**config.mk**
```make
export PLATFORM = sky130hd
export DESIGN_NAME = pll_reconfig_ctrl
export DESIGN_NICKNAME = d
export VERILOG_FILES = /design/src/rtl/pll_cfg_pkg.sv /design/src/rtl/pll_reconfig_ctrl_sync2.sv /design/src/rtl/pll_reconfig_ctrl.sv
export SDC_FILE = /design/constraint.sdc
export NUM_CORES = 1
export LEC_CHECK = 0
export BUFFER_PORTS_ARGS = -buffer_cell sky130_fd_sc_hd__buf_4
export CORE_MARGIN = 3
export CORE_UTILIZATION = 55
export DETAILED_ROUTE_END_ITERATION = 8
export MAX_ROUTING_LAYER = met4
export PLACE_DENSITY_LB_ADDON = 0.15
export SYNTH_ARGS = -nofsm -noshare
export SYNTH_HDL_FRONTEND = slang
export SYNTH_HIERARCHICAL = 1
export SYNTH_SLANG_ARGS = --single-unit
export TNS_END_PERCENT = 1
```
**constraint.sdc**
```tcl
create_clock -name clkin -period 3.3 [get_ports clkin]
set_input_delay 0 -clock clkin [delete_from_list [all_inputs] [get_ports clkin]]
set_output_delay 0 -clock clkin [all_outputs]
set_load 0.05 [all_outputs]
```
**src/rtl/pll_cfg_pkg.sv**
```systemverilog
// Shared definitions for the PLL reconfiguration controller.
//   preset_t      : one PLL preset (IDSEL/FBDSEL/ODSEL dynamic-port codes)
//   preset_tbl_t  : default preset table, entry 0 is the power-up preset
//   state_t       : sequencer FSM state encoding
//   preset_lookup : table read with out-of-range indices folded to entry 0
package pll_cfg_pkg;

  localparam int PKG_NUM_MODES = 4;
  localparam int PKG_IW        = 2;

  typedef struct packed {
    logic [5:0] idsel;
    logic [5:0] fbdsel;
    logic [5:0] odsel;
  } preset_t;

  typedef preset_t preset_tbl_t [PKG_NUM_MODES];

  // Codes are already in the PLL dynamic-port encoding.
  localparam preset_tbl_t PRESET_TBL = '{
    '{idsel: 6'h01, fbdsel: 6'h10, odsel: 6'h02},
    '{idsel: 6'h02, fbdsel: 6'h18, odsel: 6'h03},
    '{idsel: 6'h03, fbdsel: 6'h28, odsel: 6'h01},
    '{idsel: 6'h04, fbdsel: 6'h30, odsel: 6'h04}
  };

  typedef enum logic [2:0] {
    S_IDLE,
    S_APPLY,
    S_HOLD,
    S_WAIT_LOCK,
    S_STABLE,
    S_HALT
  } state_t;

  function automatic preset_t preset_lookup(input logic [31:0] m);
    if (m < 32'(PKG_NUM_MODES)) return PRESET_TBL[m[PKG_IW-1:0]];
    return PRESET_TBL[0];
  endfunction

endpackage

```
**src/rtl/pll_reconfig_ctrl_sync2.sv**
```systemverilog
// Two-flop synchroniser for a single asynchronous level.
//   clk   : destination clock
//   reset : synchronous active-high reset, clears both flops
//   d     : asynchronous input
//   q     : synchronised output (two clk edges of latency)
module sync2 (
  input  logic clk,
  input  logic reset,
  input  logic d,
  output logic q
);

  logic meta;

  always_ff @(posedge clk) begin
    if (reset) begin
      meta <= 1'b0;
      q    <= 1'b0;
    end else begin
      meta <= d;
      q    <= meta;
    end
  end

endmodule

```
**src/rtl/pll_reconfig_ctrl.sv**
```systemverilog
// PLL reconfiguration sequencer.
// Applies a preset's dynamic-port codes, pulses the PLL reset, waits for a
// stable lock, retries on timeout and falls back to the last good preset
// (or halts) when a mode will not lock.
//   clkin      : free-running reference clock
//   reset      : synchronous active-high reset (starts a mode-0 power-up)
//   mode_sel   : requested preset index, qualified by mode_req
//   mode_req   : single-cycle request strobe
//   pll_lock   : PLL lock, asynchronous
//   pll_reset  : PLL reset pin
//   idsel/fbdsel/odsel : PLL dynamic-port codes
//   cur_mode   : last successfully locked mode
//   busy       : sequence in progress
//   done       : one-cycle pulse on declared lock
//   clk_valid  : PLL output usable
//   err        : sticky failure flag
//   req_rej    : one-cycle pulse for an out-of-range request
module pll_reconfig_ctrl
  import pll_cfg_pkg::*;
#(
  parameter int NUM_MODES    = 4,
  parameter int RST_HOLD     = 16,
  parameter int LOCK_TIMEOUT = 65535,
  parameter int LOCK_STABLE  = 256,
  parameter int MAX_RETRY    = 3,
  localparam int MW = (NUM_MODES > 2) ? $clog2(NUM_MODES) : 1
) (
  input  logic          clkin,
  input  logic          reset,
  input  logic [MW-1:0] mode_sel,
  input  logic          mode_req,
  input  logic          pll_lock,
  output logic          pll_reset,
  output logic [5:0]    idsel,
  output logic [5:0]    fbdsel,
  output logic [5:0]    odsel,
  output logic [MW-1:0] cur_mode,
  output logic          busy,
  output logic          done,
  output logic          clk_valid,
  output logic          err,
  output logic          req_rej
);

  localparam int HW = $clog2(RST_HOLD + 1);
  localparam int TW = $clog2(LOCK_TIMEOUT + 1);
  localparam int SW = $clog2(LOCK_STABLE + 1);
  localparam int RW = $clog2(MAX_RETRY + 1);

  state_t        state;
  logic [MW-1:0] target;
  logic [HW-1:0] hold_cnt;
  logic [TW-1:0] wait_cnt;
  logic [SW-1:0] stab_cnt;
  logic [RW-1:0] retry_cnt;
  // Set while sequencing a mode already known good (power-up, fallback,
  // lock-loss recovery): exhausting retries there has nowhere left to go.
  logic          fb;
  logic          lock_s;
  logic          mode_ok;

  sync2 u_lock_sync (
    .clk   (clkin),
    .reset (reset),
    .d     (pll_lock),
    .q     (lock_s)
  );

  assign mode_ok = (32'(mode_sel) < 32'(NUM_MODES));

  always_ff @(posedge clkin) begin
    if (reset) begin
      state     <= S_APPLY;
      target    <= '0;
      cur_mode  <= '0;
      hold_cnt  <= '0;
      wait_cnt  <= '0;
      stab_cnt  <= '0;
      retry_cnt <= '0;
      fb        <= 1'b1;
      {idsel, fbdsel, odsel} <= PRESET_TBL[0];
      pll_reset <= 1'b1;
      busy      <= 1'b1;
      done      <= 1'b0;
      clk_valid <= 1'b0;
      err       <= 1'b0;
      req_rej   <= 1'b0;
    end else begin
      done    <= 1'b0;
      req_rej <= 1'b0;
      case (state)
        S_IDLE: begin
          if (mode_req && mode_ok) begin
            target    <= mode_sel;
            err       <= 1'b0;
            fb        <= 1'b0;
            retry_cnt <= '0;
            busy      <= 1'b1;
            state     <= S_APPLY;
          end else begin
            if (mode_req) req_rej <= 1'b1;
            // Lock lost: re-acquire without touching the PLL reset.
            if (!lock_s) begin
              clk_valid <= 1'b0;
              busy      <= 1'b1;
              fb        <= 1'b1;
              retry_cnt <= '0;
              wait_cnt  <= '0;
              state     <= S_WAIT_LOCK;
            end
          end
        end
        S_APPLY: begin
          {idsel, fbdsel, odsel} <= preset_lookup(32'(target));
          pll_reset <= 1'b1;
          busy      <= 1'b1;
          clk_valid <= 1'b0;
          hold_cnt  <= '0;
          state     <= S_HOLD;
        end
        S_HOLD: begin
          if (hold_cnt >= HW'(RST_HOLD - 1)) begin
            pll_reset <= 1'b0;
            wait_cnt  <= '0;
            state     <= S_WAIT_LOCK;
          end else begin
            hold_cnt <= hold_cnt + HW'(1);
          end
        end
        S_WAIT_LOCK: begin
          if (lock_s) begin
            // The cycle that first sees lock counts toward stability.
            stab_cnt <= SW'(1);
            state    <= S_STABLE;
          end else if (wait_cnt >= TW'(LOCK_TIMEOUT - 1)) begin
            if ((32'(retry_cnt) + 32'd1) < 32'(MAX_RETRY)) begin
              retry_cnt <= retry_cnt + RW'(1);
              state     <= S_APPLY;
            end else if (!fb) begin
              err       <= 1'b1;
              target    <= cur_mode;
              retry_cnt <= '0;
              fb        <= 1'b1;
              state     <= S_APPLY;
            end else begin
              pll_reset <= 1'b1;
              busy      <= 1'b0;
              clk_valid <= 1'b0;
              err       <= 1'b1;
              retry_cnt <= '0;
              state     <= S_HALT;
            end
          end else begin
            wait_cnt <= wait_cnt + TW'(1);
          end
        end
        S_STABLE: begin
          if (!lock_s) begin
            wait_cnt <= '0;
            state    <= S_WAIT_LOCK;
          end else if (stab_cnt >= SW'(LOCK_STABLE - 1)) begin
            done      <= 1'b1;
            clk_valid <= 1'b1;
            busy      <= 1'b0;
            cur_mode  <= target;
            retry_cnt <= '0;
            fb        <= 1'b0;
            state     <= S_IDLE;
          end else begin
            stab_cnt <= stab_cnt + SW'(1);
          end
        end
        S_HALT: begin
          if (mode_req && mode_ok) begin
            target    <= mode_sel;
            err       <= 1'b0;
            fb        <= 1'b0;
            retry_cnt <= '0;
            busy      <= 1'b1;
            state     <= S_APPLY;
          end else if (mode_req) begin
            req_rej <= 1'b1;
          end
        end
        default: state <= S_APPLY;
      endcase
    end
  end

endmodule

```
==> results.yml <==
status:
  status: "finished clean"
drt:
  first_pass_iters: 4
  drt-vias-per-instance: 5.937
  ant_nets: 0
  vias: 2636
  wl_per_cell_um: 14.19
  drt_wl_total_um: 6299
  drc: 0
  drt-initial-drc-count: 191
clock_network:
  cts_hold_buf: 1
  clk_path_buf_depth: 2
  tritoncts: "built"
  insertion_delay_ns: 0.31
  numClockSinks: 53
  postCtsSetupBuffers: 0
  htree_levels: 2
  numCtsBuffers: 5
  clockRootBuffer: "clkbuf_8"
  cts_resized: 0
  clkTransAtPathRegs_ns: 0.10
floorplan:
  initial_core_util_pct: 57.64
  core_area_um2: 5172
  die_x_um: 79.63
  die_y_um: 79.63
  io_pins: 32
  rows: 26
  dieArea_um2: 6341
synthesis:
  synthTopCellsByCount: "dfxtp_1 (53), a21oi_1 (38), nor2_1 (29)"
  yosys_warnings: 6
  synth_ff_type: "dfxtp_1"
  ys_types: 52
  ys_top_cells_by_area: "dfxtp_1 (36%), a21oi_1 (6.4%), ha_1 (4.2%)"
  synth_edf_count: 0
  ys_seq_area_share_pct: 35.59
  synth_area_per_cell_um2: 8.102
  netlist_instances: 368
  async_flop_share_pct: 0
  synth_top_area_share_pct: 35.59
  ys_seq_elements: 53
  synth_most_common_cell: "dfxtp_1"
  syn_area_um2: 2982
  yosys.area.top_type: "dfxtp_1"
global_route:
  grt_pass1_vias: 2346
  antenna_found_initial: 0
  grt_usage_pct: 22.13
  grt_max_degree: 39
  grt.overflow.total: 0
  grt_pass1_wl_um: 10870
final_layout:
  antennaDiodeCount: 0
  syn_to_final_growth_pct: 8.603
  layout-drive-gt1-share_pct: 11.76
  finalInstanceArea_um2: 3238
  final_nets: 389
  final_cell_count_no_fill: 444
timing:
  rsz0062_at_grt: "false"
  holdWs_ns: 0.06905
  fin_crit_sh_pct: 76.57
  maxSlewHeadroom_pct: 28.00
  layout_min_cycle_time_ns: 2.527
  setup_viol: 0
  timing.final.max_slew_violations: 0
  hold_viol: 0
  tightest_slew_ns: 1.078
  clock.fmax_ghz: 0.3958
  clock_skew_ns: 0.01237
  setup_tns_ns: 0
critical_path:
  crit_chain: "ha_1 > and4_1 > ha_1 > or3_1 > or2_1 > o21a_1 > or4_1 > a21oi_1"
  critPathSlowestCell: "or4_1"
  critPathMaxFanout: 5
  crit_path_frequent_cell: "ha_1"
  cpPeakStageDelay_ns: 0.50
  cp_top_family: "simple AND/OR/NAND/NOR gates"
  path_buf_inv: 0
  critPathLaunchType: "flop"
  required_ns: 3.54
  crit_path_end_kind: "flop"
  timing_worst_setup_path_type: "reg -> reg"
  crit_arrival_ns: 2.77
pwr:
  pwr_density_cell_nw_per_um2: 459.8
  ir_drop_mv: 0.2437
  p_leak_uw: 0.001169
  total_power_uw: 1489
placement:
  dp_hpwl_um: 4341
  dpl.cell_count: 435
  gp_congestion: 0.8594
  io_buffers: 21
  placed_area_um2: 3094
min_path:
  min_path_type: "in -> reg"
run:
  maxCapViolations: 0
==> through the flow <==
| step | worst slack (ns) | util (%) |
|---|---|---|
| after global routing | 0.5084 | 62.60 |
| final | 0.7733 | 62.60 |
| after CTS | 0.7802 | 62.60 |
| after detailed placement | 0.7931 | 59.82 |
| after global placement | 0.8398 | 59.82 |
| after floorplan | 0.9317 | - |
==> path summary, 6_finish.rpt <==
check              startpoint       endpoint  slack [ns]  cells after the start
min reg2reg  u_lock_sync/meta  u_lock_sync/q        0.45                      1
max reg2reg       stab_cnt[0]    stab_cnt[6]        0.77                      8
max               stab_cnt[0]    stab_cnt[6]        0.77                      8
min                     reset    cur_mode[1]        0.07                      2
==> power breakdown <==
part           switching [µW]  internal (µW)  total, µW
combinational             197           85.7        283
sequential               25.0            663        688
clock                     217            301        518
==> layer usage <==
metal	vias to the layer above	part of all wire [%]	wire length, µm	GRT usage, %
met1	1210	48	3053	30.36
met3	9	4.4	275	3.837
met5	-	0	0	-
met4	0	1.5	96	9.794
met2	66	46	2874	31.89
li1	1351	-	-	-
==> placed cells by master (no fill, tap or decap), drive strengths merged, types with 9 or more instances in the layout <==
cell and count:
a21oi 38, buf 25, conb 10, dfxtp 53
ha 10, inv 14, nand2 25, nand3 16
nand4 10, nor2 29, nor3 9, o31ai 16
or4 14
==> sequential cells by signal, summed over array words and instances, names as in the netlist, 2 cells and up <==
name       count
hold_cnt       5
wait_cnt      16
retry_cnt      2
cur_mode       2
odsel          2
state          3
fbdsel         3
target         2
stab_cnt       9
==> layout make-up <==
type,instances,area [µm²]
Multi-Input combinational cell,273,1705
Sequential cell,53,1061
Fill cell,449,1934
Tap cell,70,87.58
Clock buffer,5,68.82
Timing Repair Buffer,26,197.7
Inverter,14,52.55
Clock inverter,3,65.06
==> cells by family after synthesis <==
kind of cell               Yosys count  synth area share, %
and+or+nand+nor                    139                25.39
muxes                                5                1.679
xor gates and xnor gates             2               0.5876
buffers and inverters               51                8.645
other                                1               0.1258
adders and majority gates           10                4.196
AOI/OAI and AO/OA                  107                23.79
DFF                                 53                35.59
(Power assumes the default switching activity.)
